`config.mk`:
```
export PLATFORM = sky130hd
export DESIGN_NAME = uart_rx
export DESIGN_NICKNAME = d
export VERILOG_FILES = /design/src/rtl/uart_rx.sv
export SDC_FILE = /design/constraint.sdc
export NUM_CORES = 1
export LEC_CHECK = 0
export CAP_MARGIN = 25
export CORE_MARGIN = 2
export CORE_UTILIZATION = 60
export DETAILED_ROUTE_END_ITERATION = 10
export HOLD_SLACK_MARGIN = 0.02
export PLACE_DENSITY_LB_ADDON = 0.05
export SYNTH_ARGS = -nofsm -noshare
export SYNTH_HDL_FRONTEND = slang
export SYNTH_SLANG_ARGS = --single-unit
```
`constraint.sdc`:
```
create_clock -name clk -period 10.6 [get_ports clk]
set_clock_uncertainty 0.15 [all_clocks]
set_input_delay 2.12 -clock clk [delete_from_list [all_inputs] [get_ports clk]]
set_output_delay 2.12 -clock clk [all_outputs]
set_load 0.05 [all_outputs]
```
`src/rtl/uart_rx.sv`:
```
// 8N1 UART receiver: two-flop synchronizer, runtime bit period, mid-bit sampling,
// start-bit glitch rejection and stop-bit framing check with a one-cycle done strobe.
module uart_rx #(
    parameter int data_width = 8
) (
    input  logic                  clk,
    input  logic                  rstn,
    input  logic [12:0]           CLKS_PER_BIT,
    input  logic                  rx_bit,
    output logic [data_width-1:0] data_out,
    output logic                  done,
    output logic                  frame_err,
    output logic                  busy
);

    localparam int BCW = $clog2(data_width);

    typedef enum logic [2:0] {
        IDLE,
        START_BIT,
        DATA_BITS,
        STOP_BIT,
        DONE
    } state_t;

    state_t                state_q;
    logic                  rx_meta_q;
    logic                  rx_s_q;
    logic                  armed_q;
    logic [12:0]           clk_cnt_q;
    logic [BCW-1:0]        bit_cnt_q;
    logic [data_width-1:0] shift_q;
    logic [data_width-1:0] data_q;
    logic                  frame_err_q;

    logic [12:0]           last_cnt;
    logic [12:0]           half_cnt;

    assign last_cnt = CLKS_PER_BIT - 13'd1;
    assign half_cnt = last_cnt >> 1;

    always_ff @(posedge clk) begin
        if (!rstn) begin
            state_q     <= IDLE;
            rx_meta_q   <= 1'b1;
            rx_s_q      <= 1'b1;
            armed_q     <= 1'b0;
            clk_cnt_q   <= '0;
            bit_cnt_q   <= '0;
            shift_q     <= '0;
            data_q      <= '0;
            frame_err_q <= 1'b0;
        end else begin
            rx_meta_q <= rx_bit;
            rx_s_q    <= rx_meta_q;

            case (state_q)
                // armed only rises on a high line, so a held-low break cannot retrigger
                IDLE: begin
                    if (rx_s_q) begin
                        armed_q <= 1'b1;
                    end else if (armed_q) begin
                        state_q   <= START_BIT;
                        clk_cnt_q <= '0;
                    end
                end

                START_BIT: begin
                    if (clk_cnt_q == half_cnt) begin
                        if (!rx_s_q) begin
                            state_q   <= DATA_BITS;
                            clk_cnt_q <= '0;
                            bit_cnt_q <= '0;
                        end else begin
                            state_q <= IDLE;
                        end
                    end else begin
                        clk_cnt_q <= clk_cnt_q + 13'd1;
                    end
                end

                DATA_BITS: begin
                    if (clk_cnt_q == last_cnt) begin
                        shift_q[bit_cnt_q] <= rx_s_q;
                        clk_cnt_q          <= '0;
                        if (bit_cnt_q == BCW'(data_width - 1)) begin
                            state_q <= STOP_BIT;
                        end else begin
                            bit_cnt_q <= bit_cnt_q + 1'b1;
                        end
                    end else begin
                        clk_cnt_q <= clk_cnt_q + 13'd1;
                    end
                end

                STOP_BIT: begin
                    if (clk_cnt_q == last_cnt) begin
                        if (rx_s_q) begin
                            data_q      <= shift_q;
                            frame_err_q <= 1'b0;
                        end else begin
                            frame_err_q <= 1'b1;
                            armed_q     <= 1'b0;
                        end
                        state_q <= DONE;
                    end else begin
                        clk_cnt_q <= clk_cnt_q + 13'd1;
                    end
                end

                DONE: begin
                    state_q <= IDLE;
                end

                default: begin
                    state_q <= IDLE;
                end
            endcase
        end
    end

    assign data_out  = data_q;
    assign frame_err = frame_err_q;
    assign done      = (state_q == DONE);
    assign busy      = (state_q != IDLE);

endmodule

```
; After elaboration in Yosys (flattened, before gate mapping)
; Cells that the tools add are included.
[word_totals]
out_inout_bits = 11
wordCells = 74
register_bits = 39
[op_classes]
muxes = 28
add_sub_neg = 3
eq_ne = 19
reduce_logical = 13
n_lt_le_gt_ge = 2
[op_table]
columns = operator, count
row1 = $mux W13, 6
row2 = $pmux W13 S4, 1
row3 = $mux W3, 10
row4 = $ne A2 B2 Y1 const B, 11
row5 = $add A13 B1 Y13 const B, 1
row6 = $eq A13 B12 Y1, 1
row7 = $eq A13 B13 Y1, 1
row8 = $sub A13 B1 Y13 const B, 1
row9 = $pmux W3 S4, 1
row10 = $reduce_and A5 Y1, 2
row11 = $bwmux W8, 1
row12 = $eq A3 B2 Y1 const B, 2
row13 = $eq A3 B3 Y1 const B, 2
row14 = $pmux W3 S2, 1
row15 = $reduce_and A6 Y1, 1
row16 = $mux W1, 5
row17 = $lt A3 B4 Y1 const B, 1
row18 = $reduce_and A2 Y1, 2
row19 = $reduce_and A4 Y1, 1
row20 = $reduce_bool A2 Y1, 2
row21 = $reduce_bool A4 Y1, 1
row22 = $add A3 B1 Y3 const B, 1
row23 = $demux W1 S3, 1
row24 = $eq A3 B1 Y1 const B, 1
row25 = 8 further kinds, 8

; Longest topological paths before layout
[depth]
depth_word = 5
mapped_depth = 13
mapped_depth_nobuf = 11

; Worst setup path before layout
; Ideal clock, no wire load.
[synth_timing]
kind = in2reg
from = input port CLKS_PER_BIT[0]
to = register clk_cnt_q[1]
n_path_buf = 2
t_arrival_ps = 4673
required_ps = 10333
path_stages = 12
setup_slack_ps = 5660
cell_sequence = inv_1 -> ha_1 -> or3b_1 -> clkbuf_1 -> nor3_1 -> xnor3_1 -> o2111a_1 -> nand4_1 -> or4_4 -> o211a_1 -> buf_2 -> a32o_1
[synth_via]
elab_chain_len = 4
word_cells_on_any_way = 9
classes_between = add/sub: 1 / eq/ne: 4 / mux: 3 / reduce/logical: 1
[synth_rtl]
columns = element, line
row1 = "start, declared", 8  ; input logic [12:0] CLKS_PER_BIT,
row2 = $sub A13 B1 Y13 (*), 39  ; assign last_cnt = CLKS_PER_BIT - 13'd1;
row3 = $eq A13 B12 Y1 / $eq A13 B13 Y1 (equally long branches), "69, 83, 97"
row4 = $ne A3 B3 Y1 (no source line) (tied with other cells), --
row5 = $reduce_and A5 Y1 (no source line) / $pmux W13 S4 (equally long branches), --
row6 = "end signal, assigned", 78  ; clk_cnt_q <= clk_cnt_q + 13'd1;
row7 = "end signal, assigned", 92  ; clk_cnt_q <= clk_cnt_q + 13'd1;
row8 = "end signal, assigned", 107  ; clk_cnt_q <= clk_cnt_q + 13'd1;
row9 = "end, declared", 30  ; logic [12:0] clk_cnt_q;
; Mark *: on every way between the ends. The rest lies on a longest branch, timed or not.
; A chain may end at the register's enable or synchronous reset.

; Worst setup path after layout
[layout_timing]
from = input port CLKS_PER_BIT[4]
to = register clk_cnt_q[8]
; The elaborated chain is that of the path after synthesis.

==> impl_metrics.json <==
{
  "layout.cells.most_common": "dfxtp_1",
  "arrival_ns": 5.76,
  "met1_usage_pct": 31.7,
  "core_area_um2": 4350,
  "synth_top_area_share_pct": 28.7,
  "synth-main-ff-cell": "dfxtp_1",
  "num_rows": 24,
  "cp_max_fo": 13,
  "gp_congestion": 0.914,
  "finalSetupViolCount": 0,
  "wl_per_cell_um": 15.4,
  "synth.avg_cell_area_um2": 8.35,
  "drtIter0Drc": 196,
  "holdWs_ns": 0.258,
  "cts_setup_buffers": 0,
  "nFillCells": 369,
  "nets": 358,
  "critical_path_class": "primary input to flip-flop",
  "cp-end-kind": "flip-flop",
  "syn2layout_area_growth_pct": 12.2,
  "critPathLaunch": "CLKS_PER_BIT[4]",
  "routed_wl_mm": 6.04,
  "use_met2_pct": 43.9,
  "gr-total-overflow": 0,
  "synthesis.nets": 346,
  "vdd_drop_max_mv": 0.0744,
  "p_leak_nw": 1.14,
  "drc": 0,
  "io_buffers": 26,
  "postLayoutCoreUtil_pct": 70.1,
  "async_reset_ff_share_pct": 0,
  "drive_gt1_share_pct": 9.44,
  "slew_viol_final": 0,
  "grt_pass1_wl_mm": 10.5,
  "clk_pin_slew_worst_paths_ns": 0.08,
  "synth.area.top_cells": "dfxtp_1, xnor2_1, mux2i_1, nand3_1, xnor3_1",
  "power_frac_seq_pct": 47.8,
  "relSlewSlack_pct": 53.5,
  "initial_core_util_pct": 62.5,
  "cts_buffers": 5,
  "cts_tree": "done",
  "worst_ep_required_time_ns": 10.66,
  "layout_min_cycle_time_ns": 5.69,
  "die_h_um": 71.3,
  "tightest_slew_ns": 0.697,
  "multi_input_area_um2": 1780,
  "status": "complete, no violations",
  "rsz0062_at_grt": "no",
  "grt_pass1_vias": 2269,
  "busiest_layer": "met2",
  "dp_hpwl_mm": 4.53,
  "clkSinkCount": 39,
  "clockRootBuffer": "clkbuf_8",
  "most-common-layout-cells": "dfxtp_1, nand3_1, clkdlybuf4s50_1, nand2_1, a21oi_1",
  "antenna_found_initial": 0,
  "synth_edf_count": 0,
  "cts_buffer_depth": 2,
  "hold_path_class": "flip-flop to flip-flop",
  "synth_area_um2": 2720,
  "grt_max_degree": 20,
  "comb_power_share_pct": 11.6,
  "clk_latency_ns": 0.30,
  "seq_area_frac_synth_pct": 28.7,
  "vias": 2425,
  "power_per_cell_area_nw_per_um2": 102,
  "holdBufCountCts": 0,
  "firstDrtPassIters": 4,
  "reg2reg_from": "clk_cnt_q[3]",
  "hold_violations": 0,
  "finalPower_w": 0.000311,
  "cts_resized": 0,
  "hp-start": "rx_meta_q",
  "io_pins": 27,
  "worstSetupStartpointType": "primary input",
  "fp.dieArea_um2": 5090,
  "antenna_cells": 0,
  "ff_latch_area_um2": 781,
  "ys_types": 68,
  "ant_nets": 0,
  "regToRegSetupSlack_ns": 7.39,
  "htreeDepth": 2,
  "min_period_over_period_pct": 53.7,
  "switching_power_w": 0.0000768,
  "grt_use_met3_pct": 5.63,
  "drv_cap": 0,
  "ys_ff_latch": 39,
  "switching_share_pct": 24.7,
  "p_int_w": 0.000234,
  "vias_per_cell": 6.20,
  "yosys.area.top_type": "dfxtp_1",
  "synth_cells": 326,
  "die_w_um": 71.3,
  "fin_setup_tns_ns": 0,
  "clkPwrFrac_pct": 40.6,
  "yosys_warnings": 0,
  "grt.total_usage_pct": 25.8,
  "fmax_ghz": 0.176
}
[worst paths after layout]
| kind | endpoint | depth (start not counted) |
|---|---|---|
| worst min register to register | rx_s_q | 1 |
| worst min-delay path | rx_s_q | 1 |
| worst max register to register | clk_cnt_q[8] | 9 |
| worst max-delay path | clk_cnt_q[8] | 10 |
[metrics by stage]
step                instances  setup slack [ns]  cell area, um^2
floorplan                 326              5.66             2720
global placement          383              4.70             2940
detailed placement        383              4.60             2940
CTS                       391              4.91             3050
global route              391              4.56             3050
finish                    391              4.91             3050
[cells by family after synthesis]
group / synth area share [%]
buf+inv: 5.93
simple gates: 28.4
mux: 4.78
flops: 28.7
xor+xnor: 10.5
compound gates: 19.9
fa+ha+maj: 1.84
[worst max-delay path, cell delays in order]
cell and delay, ns:
clkdlybuf4s50_1 0.56, or3_1 0.61, nor4_2 0.53, xnor2_1 0.18, o221a_1 0.24, nand3_2 0.10
or4_4 0.52, a41oi_2 0.55, o2bb2a_1 0.29, o31ai_1 0.06
[cell usage after synthesis, types with 3 or more instances]
cell,count
nand2_1,22
ha_1,4
o21ai_0,9
nand3_1,26
and3_1,11
nand2b_1,5
a211oi_1,3
nor2b_1,4
a21oi_1,21
o211ai_1,5
dfxtp_1,39
xnor2_1,16
buf_6,3
or3_1,6
or2_2,3
clkbuf_1,15
nand4_1,8
nor3_1,10
o31ai_1,5
buf_2,3
inv_1,14
mux2i_1,13
xnor3_1,5
nor2_1,20
[area by class of cell]
type                            instances  area share (%)
Clock buffer                            5            2.25
Timing Repair Buffer                   26            8.52
Multi-Input combinational cell        251            58.3
Inverter                               15            1.84
Sequential cell                        39            25.6
Clock inverter                          3            1.43
Tap cell                               52            2.13
[per-layer routing]
metal | share of wire [%] | wire, um
met1 | 42 | 2560
met2 | 52 | 3150
met3 | 3.8 | 231
met4 | 1.5 | 91
met5 | 0 | 0
[power by group through the flow]
stage	combinational (W)	clock [W]	sequential (W)
2_1_floorplan	0.0000254	0	0.000151
3_5_place_dp	0.0000359	0	0.000152
4_1_cts	0.0000361	0.000129	0.000149
6_report	0.0000360	0.000126	0.000149
3_3_place_gp	0.0000353	0	0.000152
5_1_grt	0.0000395	0.000136	0.000149
[registers in the layout, indices dropped and copies added (netlist names)]
register	count
bit_cnt_q	3
state_q	3
rx_meta_q	1
shift_q	8
clk_cnt_q	13
armed_q	1
frame_err	1
data_out	8
rx_s_q	1
(Power assumes the default switching activity.)
